--- src/rtl/clk_period_meter_pkg.sv ---
`timescale 1ns/1ps
`default_nettype none
// +----------------------------------------------------------------------+
// | Module   : clk_period_meter_pkg                                      |
// | Purpose  : Shared types and default constants for clk_period_meter.  |
// |            Holds the measurement FSM state encoding and the default  |
// |            counter width and timeout.                                |
// | Revision : 1.0 - initial release                                     |
// +----------------------------------------------------------------------+
package clk_period_meter_pkg;

  // Default width of the period / high-time counters and outputs.
  localparam int DEF_CNT_W   = 32;
  // Default timeout in Clk_In cycles (10 ms at 100 MHz).
  localparam int DEF_TIMEOUT = 1000000;

  typedef enum logic [0:0] {
    IDLE    = 1'b0,  // unarmed, waiting for the first rising edge
    MEASURE = 1'b1   // counting cycles between rising edges
  } state_t;

endpackage
`default_nettype wire

--- src/rtl/clk_period_meter_if.sv ---
`timescale 1ns/1ps
`default_nettype none
// +----------------------------------------------------------------------+
// | Module   : clk_period_meter_if                                       |
// | Purpose  : Measurement bus of clk_period_meter.                      |
// |   Meas_In     : slow clock under measurement (async to Clk_In)       |
// |   Period_Out  : last measured period in Clk_In cycles                |
// |   Valid_Out   : one-cycle pulse when Period_Out is updated           |
// |   Timeout_Out : high while the measured clock is considered lost     |
// |   High_Out    : Clk_In cycles Meas_In was high in the last period    |
// |                 (only when CLK_METER_DUTY_EN is defined)             |
// |   master modport : the meter;  slave modport : the consumer          |
// | Revision : 1.0 - initial release                                     |
// +----------------------------------------------------------------------+
interface clk_period_meter_if
  import clk_period_meter_pkg::*;
#(
  parameter int CNT_W = DEF_CNT_W
);
  logic             Meas_In;
  logic [CNT_W-1:0] Period_Out;
  logic             Valid_Out;
  logic             Timeout_Out;
`ifdef CLK_METER_DUTY_EN
  logic [CNT_W-1:0] High_Out;

  modport master (input Meas_In, output Period_Out, Valid_Out, Timeout_Out, High_Out);
  modport slave  (output Meas_In, input Period_Out, Valid_Out, Timeout_Out, High_Out);
`else
  modport master (input Meas_In, output Period_Out, Valid_Out, Timeout_Out);
  modport slave  (output Meas_In, input Period_Out, Valid_Out, Timeout_Out);
`endif
endinterface
`default_nettype wire

--- src/rtl/clk_period_meter_sync_edge_det.sv ---
`timescale 1ns/1ps
`default_nettype none
// +----------------------------------------------------------------------+
// | Module   : sync_edge_det                                             |
// | Purpose  : Two-flop synchronizer followed by a rising-edge detector. |
// |   clk      : sampling clock                                          |
// |   rst      : asynchronous active-high reset                          |
// |   i_async  : asynchronous input                                      |
// |   o_level  : synchronized level                                      |
// |   o_rise   : one-cycle pulse on a synchronized rising edge           |
// | Revision : 1.0 - initial release                                     |
// +----------------------------------------------------------------------+
module sync_edge_det (
  input  wire logic clk,
  input  wire logic rst,
  input  wire logic i_async,
  output logic      o_level,
  output logic      o_rise
);
  logic r_sync1;
  logic r_sync2;
  logic r_dly;

  always_ff @(posedge clk or posedge rst) begin
    if (rst) begin
      r_sync1 <= 1'b0;
      r_sync2 <= 1'b0;
      r_dly   <= 1'b0;
    end else begin
      r_sync1 <= i_async;
      r_sync2 <= r_sync1;
      r_dly   <= r_sync2;
    end
  end

  assign o_level = r_sync2;
  assign o_rise  = r_sync2 & ~r_dly;
endmodule
`default_nettype wire

--- src/rtl/clk_period_meter.sv ---
`timescale 1ns/1ps
`default_nettype none
// +----------------------------------------------------------------------+
// | Module   : clk_period_meter                                          |
// | Purpose  : Measures the period of a slow asynchronous clock in       |
// |            Clk_In cycles, flags loss of the clock after TIMEOUT      |
// |            cycles and optionally measures its high time.             |
// |   Clk_In : system clock (only clock)                                 |
// |   RST    : asynchronous active-high reset                            |
// |   bus    : clk_period_meter_if.master (Meas_In in, results out)      |
// | Macro    : CLK_METER_DUTY_EN enables the high-time counter/High_Out  |
// | Revision : 1.0 - initial release                                     |
// +----------------------------------------------------------------------+
module clk_period_meter
  import clk_period_meter_pkg::*;
#(
  parameter int CNT_W   = DEF_CNT_W,
  parameter int TIMEOUT = DEF_TIMEOUT
) (
  input  wire logic           Clk_In,
  input  wire logic           RST,
  clk_period_meter_if.master  bus
);
  localparam logic [CNT_W-1:0] c_cnt_one   = {{(CNT_W-1){1'b0}}, 1'b1};
  localparam logic [CNT_W-1:0] c_cnt_max   = {CNT_W{1'b1}};
  localparam logic [CNT_W-1:0] c_timeout   = CNT_W'(TIMEOUT);

  logic             w_level;
  logic             w_rise;
  state_t           r_state;
  logic [CNT_W-1:0] r_cnt;
  logic [CNT_W-1:0] r_period;
  logic             r_valid;
  logic             r_timeout;

  sync_edge_det u_sync (
    .clk     (Clk_In),
    .rst     (RST),
    .i_async (bus.Meas_In),
    .o_level (w_level),
    .o_rise  (w_rise)
  );

`ifdef CLK_METER_DUTY_EN
  logic [CNT_W-1:0] r_high_cnt;
  logic [CNT_W-1:0] r_high_out;
  // High-time restart value: the edge cycle itself is a high cycle.
  logic [CNT_W-1:0] w_high_start;
  assign w_high_start = w_level ? c_cnt_one : '0;
`else
  logic w_unused_level;
  assign w_unused_level = w_level;
`endif

  always_ff @(posedge Clk_In or posedge RST) begin
    if (RST) begin
      r_state    <= IDLE;
      r_cnt      <= '0;
      r_period   <= '0;
      r_valid    <= 1'b0;
      r_timeout  <= 1'b0;
`ifdef CLK_METER_DUTY_EN
      r_high_cnt <= '0;
      r_high_out <= '0;
`endif
    end else begin
      r_valid <= 1'b0;
      case (r_state)
        IDLE: begin
          // First edge only arms; Timeout_Out is left as is so a lost
          // clock stays flagged until a full period has been measured.
          if (w_rise) begin
            r_state    <= MEASURE;
            r_cnt      <= c_cnt_one;
`ifdef CLK_METER_DUTY_EN
            r_high_cnt <= w_high_start;
`endif
          end
        end
        MEASURE: begin
          // The edge test comes first so an edge on the timeout cycle
          // still counts as a measurement.
          if (w_rise) begin
            r_period   <= r_cnt;
            r_valid    <= 1'b1;
            r_cnt      <= c_cnt_one;
            r_timeout  <= 1'b0;
`ifdef CLK_METER_DUTY_EN
            r_high_out <= r_high_cnt;
            r_high_cnt <= w_high_start;
`endif
          end else if (r_cnt >= c_timeout) begin
            r_state   <= IDLE;
            r_timeout <= 1'b1;
            r_period  <= '0;
            r_cnt     <= '0;
          end else begin
            if (r_cnt != c_cnt_max) begin
              r_cnt <= r_cnt + c_cnt_one;
            end
`ifdef CLK_METER_DUTY_EN
            if (w_level && (r_high_cnt != c_cnt_max)) begin
              r_high_cnt <= r_high_cnt + c_cnt_one;
            end
`endif
          end
        end
        default: r_state <= IDLE;
      endcase
    end
  end

  assign bus.Period_Out  = r_period;
  assign bus.Valid_Out   = r_valid;
  assign bus.Timeout_Out = r_timeout;
`ifdef CLK_METER_DUTY_EN
  assign bus.High_Out    = r_high_out;
`endif
endmodule
`default_nettype wire

--- src/flat_wrapper.sv ---
// flat-port wrapper written by rule: the top's interface ports become plain ports
module clk_period_meter_flat import clk_period_meter_pkg::*;
#(
  parameter int CNT_W   = DEF_CNT_W,
  parameter int TIMEOUT = DEF_TIMEOUT
)
  (Clk_In, RST, bus_Meas_In, bus_Period_Out, bus_Valid_Out, bus_Timeout_Out);
  clk_period_meter_if #(.CNT_W(CNT_W)) bus_i ();
  input  wire logic Clk_In;
  input  wire logic RST;
  input wire logic [$bits(bus_i.Meas_In)-1:0] bus_Meas_In;
  output wire logic [$bits(bus_i.Period_Out)-1:0] bus_Period_Out;
  output wire logic [$bits(bus_i.Valid_Out)-1:0] bus_Valid_Out;
  output wire logic [$bits(bus_i.Timeout_Out)-1:0] bus_Timeout_Out;
  assign bus_i.Meas_In = bus_Meas_In;
  assign bus_Period_Out = bus_i.Period_Out;
  assign bus_Valid_Out = bus_i.Valid_Out;
  assign bus_Timeout_Out = bus_i.Timeout_Out;
  clk_period_meter #(.CNT_W(CNT_W), .TIMEOUT(TIMEOUT)) u_core (.Clk_In(Clk_In), .RST(RST), .bus(bus_i));
endmodule
--- config.mk ---
export PLATFORM = sky130hd
export DESIGN_NAME = clk_period_meter_flat
export DESIGN_NICKNAME = d
export VERILOG_FILES = /design/src/rtl/clk_period_meter_pkg.sv /design/src/rtl/clk_period_meter_if.sv /design/src/rtl/clk_period_meter_sync_edge_det.sv /design/src/rtl/clk_period_meter.sv /design/src/flat_wrapper.sv
export SDC_FILE = /design/constraint.sdc
export NUM_CORES = 1
export LEC_CHECK = 0
export CAP_MARGIN = 15
export CELL_PAD_IN_SITES_DETAIL_PLACEMENT = 1
export CELL_PAD_IN_SITES_GLOBAL_PLACEMENT = 2
export CORE_MARGIN = 3
export CORE_UTILIZATION = 36
export CTS_BUF_LIST = sky130_fd_sc_hd__clkbuf_16
export CTS_CLUSTER_DIAMETER = 100
export DETAILED_ROUTE_END_ITERATION = 10
export PLACE_DENSITY_LB_ADDON = 0.1
export SETUP_SLACK_MARGIN = 0.05
export SLEW_MARGIN = 25
export SYNTH_ARGS = -nofsm -noshare
export SYNTH_HDL_FRONTEND = slang
export SYNTH_HIERARCHICAL = 1
export SYNTH_SLANG_ARGS = --single-unit
--- constraint.sdc ---
create_clock -name Clk_In -period 2.5 [get_ports Clk_In]
set_input_delay 0.375 -clock Clk_In [delete_from_list [all_inputs] [get_ports Clk_In]]
set_output_delay 0.375 -clock Clk_In [all_outputs]
set_load 0.02 [all_outputs]
==> results of run 1 <==
-- layout by cell type, fill, tap and decap left out, types with 5 or more instances in the layout --
cell type and instances:
a22o_1 32, inv_1 8, nor2_1 12, o21ai_0 23, nand4_1 10, nor4_1 5
nand3_1 11, dfrtp_1 70, nand2_1 17, nor3_1 8, a21oi_1 5, clkdlybuf4s50_1 36
and2_1 10, clkbuf_16 9, buf_4 11
-- critical path, stage by stage, from the launching register on --
cell     delay, ps
dfrtp_1        430
nor4_1         450
nand3_1        160
or2_1          320
o21ai_4        340
buf_12         230
a22o_1         150
-- registers in the layout, indices dropped and copies added, names as in the netlist --
signal	cells
u_core/bus.Valid_Out	1
u_core/r_state	1
u_core/u_sync/r_sync1	1
u_core/u_sync/r_dly	1
u_core/u_sync/o_level	1
u_core/r_cnt	32
u_core/bus.Timeout_Out	1
u_core/bus.Period_Out	32
-- per-stage QoR --
step | instance area [sq um] | setup WS (ps) | power (uW) | cells | hold WS, ps
final | 3830 | 351 | 2940 | 415 | 263
after global placement | 3480 | 347 | 1500 | 399 | 337
after detailed placement | 3480 | 228 | 1510 | 399 | 338
after global routing | 3830 | 146 | 3070 | 415 | 293
after floorplan | 2970 | 442 | 1390 | 268 | 129
after CTS | 3820 | 174 | 2980 | 415 | 265
-- power groups by stage --
stage / clock (uW) / combinational [uW] / sequential [uW]
after detailed placement: 0 / 248 / 1260
after floorplan: 0 / 113 / 1280
after CTS: 1480 / 253 / 1240
after global routing: 1540 / 278 / 1250
after global placement: 0 / 242 / 1260
final: 1450 / 248 / 1240
-- logic make-up after synthesis --
group                      count (synthesis)  share of synthesized area, %
and+or+nand+nor                           89                          16.9
AOI/OAI and AO/OA                         74                          17.8
DFF                                       70                          59.0
buffers and inverters                     29                          4.26
xor gates and xnor gates                   4                          1.18
adders and majority gates                  2                         0.843
-- how the worst max path moves through the flow --
stage	startpoint	to	cells past startpoint
final	u_core/r_cnt[20]	u_core/bus.Period_Out[12]	6
after global routing	u_core/r_cnt[20]	u_core/bus.Period_Out[21]	6
after CTS	u_core/r_cnt[20]	u_core/bus.Period_Out[18]	6
after detailed placement	u_core/r_cnt[20]	u_core/bus.Period_Out[15]	6
after global placement	u_core/r_cnt[20]	u_core/bus.Period_Out[24]	6
after floorplan	RST	u_core/bus.Period_Out[0]	1
-- final cells by class --
cell class	instances	area share (%)
clock buffer	9	5.88
clock inverter	7	2.94
inverter	9	0.882
multi-input combinational	169	28.6
sequential	70	45.7
tap	102	3.33
timing repair buffer	49	12.6
-- metal layers --
layer  global-route usage, %  vias up
li1                        -     1061
met1                    24.8     1175
met2                    27.0       34
met3                    3.82       13
met4                    6.80        0
met5                       0        -
==> out/qor.yml, run 1 <==
p_leak_uw: 0.00170
pwr-share-comb_pct: 8.4
synthArstFlopShare_pct: 100
ys_ff_latch: 70
io-pin-count: 37
syn-cell-area_sq_um: 2970
finish.utilization_pct: 48.8
postSynthAreaPerCell_sq_um: 11.1
rsz0062_at_grt: "false"
synth_edf_count: 0
area_growth_pct: 29.1
top_layer_used: "met4"
final_nets: 313
status: "complete, no violations"
tns_ps: 0
critPathRequiredTime_ps: 2770
post_cts_buffers: 0
powerDensity_nw_per_um2: 767
h-tree-depth: 3
fmax_mhz: 465
critical_path_class: "flip-flop to flip-flop"
timing.rr.end: "u_core/bus.Period_Out[12]"
r2r_setup_slack_ps: 350
seq_area_sq_um: 1750
dr.pass1.iters: 4
clk_latency_ps: 330
clock-sinks: 70
grt-ovfl-total: 0
sw_frac_of_total_pct: 23.0
yosys_warnings: 6
worstPathArrival_ps: 2420
slew_viol_final: 0
core_area_sq_um: 7850
routed_wl_microns: 7770
path_clk_slew_ps: 60
cts_resized: 0
met3WireLength_microns: 240
synth_area_leaders: "dfrtp_1, a22o_1, o21ai_0"
synth_nets: 273
p_sw_uw: 675
drive_gt1_share_pct: 11.5
ys_types: 39
fin_crit_ps: 2150
numCtsBuffers: 9
gp_congestion: 0.787
postRouteAntennaNets: 0
wl_per_cell_microns: 18.7
maxCapViolations: 0
worst_pin_slew_ps: 650
pwr-share-seq_pct: 42.3
cts_tree: "done"
p_clk_share_pct: 49.2
clock_skew_ps: 5.23
postSynthCellCount: 268
io_buffers: 36
ys_seq_area_share_pct: 59.0
synthFlopType: "dfrtp_1"
r2r-start: "u_core/r_cnt[20]"
met1_length_microns: 3780
fillCellCount: 867
finalSetupViolCount: 0
n_antenna_cell: 0
max-vdd-ir-drop_v: 0.000576
synth_commonest_cells: "dfrtp_1, a22o_1, o21ai_0"
relSlewSlack_pct: 56.3
period_share_pct: 86.0
grt_pass1_vias: 2422
yosysTopAreaCellShare_pct: 59.0
die_h_microns: 96.8
ctsRootBufferMaster: "clkbuf_16"
yosysMostFrequentCell: "dfrtp_1"
hold_class: "input pin to asynchronous set/reset pin"
drcViolationCount: 0
die_w_microns: 96.8
dpl.hpwl_microns: 5070
critPathMaxFanout: 24
vias_per_cell: 5.50
post-synth-top-area-cell: "dfrtp_1"
hold_viol: 0
start_util_pct: 37.8
cts_buffer_depth: 2
dieArea_sq_um: 9370
met2_length_microns: 3620
grt_max_degree: 68
intPower_uw: 2260
grt_use_total_pct: 17.7
cp-start-kind: "flip-flop"
reg2regPathDepth: 6
endpoint_kind: "flip-flop"
vias: 2283
ctsHoldBuffers: 0
multi_input_area_sq_um: 1100
dr.first_iter.drc_count: 101
grt_pass1_wl_microns: 13300
rows: 32
antenna_found_initial: 0
(Power assumes the default switching activity.)
==> run 2, diff against run 1 <==
--- a/config.mk
+++ b/config.mk
@@ -5,14 +5,17 @@
 export SDC_FILE = /design/constraint.sdc
 export NUM_CORES = 1
 export LEC_CHECK = 0
+export ABC_AREA = 1
 export CAP_MARGIN = 15
 export CELL_PAD_IN_SITES_DETAIL_PLACEMENT = 1
 export CELL_PAD_IN_SITES_GLOBAL_PLACEMENT = 2
 export CORE_MARGIN = 3
-export CORE_UTILIZATION = 36
+export CORE_UTILIZATION = 33
 export CTS_BUF_LIST = sky130_fd_sc_hd__clkbuf_16
 export CTS_CLUSTER_DIAMETER = 100
+export CTS_CLUSTER_SIZE = 30
 export DETAILED_ROUTE_END_ITERATION = 10
+export GPL_ROUTABILITY_DRIVEN = 0
 export PLACE_DENSITY_LB_ADDON = 0.1
 export SETUP_SLACK_MARGIN = 0.05
 export SLEW_MARGIN = 25
==> run 2 against run 1 <==
Area after synthesis rose by 8.9%. Final area rose by 6.5%. Fmax rose by 14%. Combinational power fell by 6%. Sequential cell count did not move. Setup slack improved by 270 ps. Global-route usage fell by 1.4 points. Via count rose by 17%. Sequential power barely moved.
==> out/qor.yml, run 2 <==
status: "complete, no violations"
start_util_pct: 34.5  # -3.3 points
dpl.hpwl_microns: 5740  # +13%
maxCapViolations: 0  # unchanged
cp-start-kind: "flip-flop"
area_growth_pct: 26.3
postRouteAntennaNets: 0  # unchanged
ys_seq_area_share_pct: 54.2  # -4.8 points
final_nets: 458  # +46%
hold_viol: 0  # unchanged
grt_use_total_pct: 16.3  # -1.4 points
post-synth-top-area-cell: "dfrtp_1"
path_clk_slew_ps: 60  # about the same
cts_buffer_depth: 2  # unchanged
io-pin-count: 37  # unchanged
synthArstFlopShare_pct: 100  # unchanged
dr.first_iter.drc_count: 95  # -5.9%
clock_skew_ps: 8.15  # +2.92 ps
fmax_mhz: 532  # +14%
finish.utilization_pct: 43.5  # -5.3 points
io_buffers: 36  # unchanged
r2r_setup_slack_ps: 620  # +270 ps
n_antenna_cell: 0  # unchanged
critPathRequiredTime_ps: 2770  # about the same
multi_input_area_sq_um: 1270  # +16%
mostFrequentLayoutCell: "nand2_1"
period_share_pct: 75.2  # -11 points
worstPathArrival_ps: 2150  # -270 ps
cts_resized: 0  # unchanged
synthFlopType: "dfrtp_1"
synth_commonest_cells: "nand2_1, dfrtp_1, nor2_1"
synth_area_leaders: "dfrtp_1, nand2_1, nor2_1"
r2r-start: "u_core/r_cnt[6]"
vias_per_cell: 4.55  # -17%
yosys_warnings: 6  # unchanged
cts_tree: "done"
rows: 35  # +9.4%
ctsHoldBuffers: 0  # unchanged
routed_wl_microns: 8380  # +7.9%
worst_pin_slew_ps: 588  # -61.7 ps
finalSetupViolCount: 0  # unchanged
most-common-layout-cells: "nand2_1, dfrtp_1, nor2_1, inv_1, clkdlybuf4s50_1"
drcViolationCount: 0  # unchanged
postSynthAreaPerCell_sq_um: 7.80  # -30%
vias: 2673  # +17%
hold_class: "input pin to asynchronous set/reset pin"
die_h_microns: 105  # +8.4%
yosysMostFrequentCell: "nand2_1"
fin_crit_ps: 1880  # -269 ps
grt_pass1_vias: 2765  # +14%
endpoint_kind: "flip-flop"
ys_ff_latch: 70  # unchanged
tns_ps: 0  # unchanged
relSlewSlack_pct: 60.7  # +4.5 points
post_cts_buffers: 0  # unchanged
seq_area_sq_um: 1750  # unchanged
h-tree-depth: 3  # unchanged
fillCellCount: 1182  # +36%
critical_path_class: "flip-flop to flip-flop"
synth_edf_count: 0  # unchanged
ys_types: 20  # -49%
timing.rr.end: "u_core/bus.Period_Out[13]"
grt_pass1_wl_microns: 14200  # +7.1%
yosysTopAreaCellShare_pct: 54.2  # -4.8 points
grt_max_degree: 68  # unchanged
critPathMaxFanout: 32  # +33%
dr.pass1.iters: 4  # unchanged
drive_gt1_share_pct: 5.90  # -5.6 points
synth_nets: 419  # +53%
powerDensity_nw_per_um2: 720  # -6.1%
postSynthCellCount: 414  # +54%
syn-cell-area_sq_um: 3230  # +8.9%
rsz0062_at_grt: "false"
max-vdd-ir-drop_v: 0.000341  # -41%
core_area_sq_um: 9370  # +19%
clk_latency_ps: 330  # about the same
die_w_microns: 105  # +8.4%
slew_viol_final: 0  # unchanged
dieArea_sq_um: 11000  # +18%
reg2regPathDepth: 11  # +5
clock-sinks: 70  # unchanged
p_leak_uw: 0.00201  # +18%
antenna_found_initial: 0  # unchanged
numCtsBuffers: 9  # unchanged
ctsRootBufferMaster: "clkbuf_16"
grt-ovfl-total: 0  # unchanged
wl_per_cell_microns: 14.3  # -24%
run 2: cells by family after synthesis:
kind of cell    count (synthesis)  synth area share, %
flops                          70                 54.2
xor+xnor                       15                 4.07
simple gates                  265                 32.8
buf+inv                        52                 6.54
compound gates                 10                 1.55
fa+ha+maj                       2                0.774
run 2: critical path: stages, from the launching register on:
cell     delay, ps
dfrtp_1        460
nor2_1         130
nand2_1         70
nand2_1         60
nand2_1         50
nand2_1         70
nand2_1         70
nand2_1        140
nand3_1        100
nand2_2        450
nand2_1        120
nand2_1         80
run 2: worst max-delay path by stage:
stage	start	endpoint	cells past startpoint
3_3_place_gp	u_core/r_cnt[6]	u_core/bus.Period_Out[15]	11
5_1_grt	u_core/r_cnt[6]	u_core/bus.Period_Out[16]	11
6_report	u_core/r_cnt[6]	u_core/bus.Period_Out[13]	11
4_1_cts	u_core/r_cnt[6]	u_core/bus.Period_Out[23]	11
3_5_place_dp	u_core/r_cnt[6]	u_core/bus.Period_Out[23]	11
2_1_floorplan	RST	u_core/bus.Period_Out[0]	1
run 2: cell type report:
cell class / instances / area share [%]
Sequential cell: 70 / 42.9
Multi-Input combinational cell: 292 / 31.1
Timing Repair Buffer: 42 / 10.2
Clock buffer: 9 / 5.52
Tap cell: 129 / 3.96
Inverter: 38 / 3.50
Clock inverter: 7 / 2.79
run 2: power breakdown:
| group | total, uW | internal (uW) | leakage, uW | switching (uW) |
|---|---|---|---|---|
| combinational | 234 | 96.4 | 0.000889 | 137 |
| clock | 1460 | 969 | 0.000164 | 487 |
| sequential | 1250 | 1190 | 0.000955 | 60.2 |
run 2: through the flow:
step           instance area [sq um]  hold WS [ps]  instances  total power [uW]  worst slack, ps
2_1_floorplan                   3230           129        414              1410              442
3_3_place_gp                    3740           347        571              1500              561
3_5_place_dp                    3740           347        571              1510              541
4_1_cts                         4080           264        587              2990              532
5_1_grt                         4080           272        587              3080              275
6_report                        4080           266        587              2940              620
run 2: layer usage:
metal / vias up / wire (microns) / track usage, %
met4: 0 / 98 / 4.50
met1: 1278 / 4240 / 23.1
met5: - / 0 / 0
met2: 47 / 3710 / 25.2
met3: 9 / 326 / 3.71
li1: 1339 / - / -
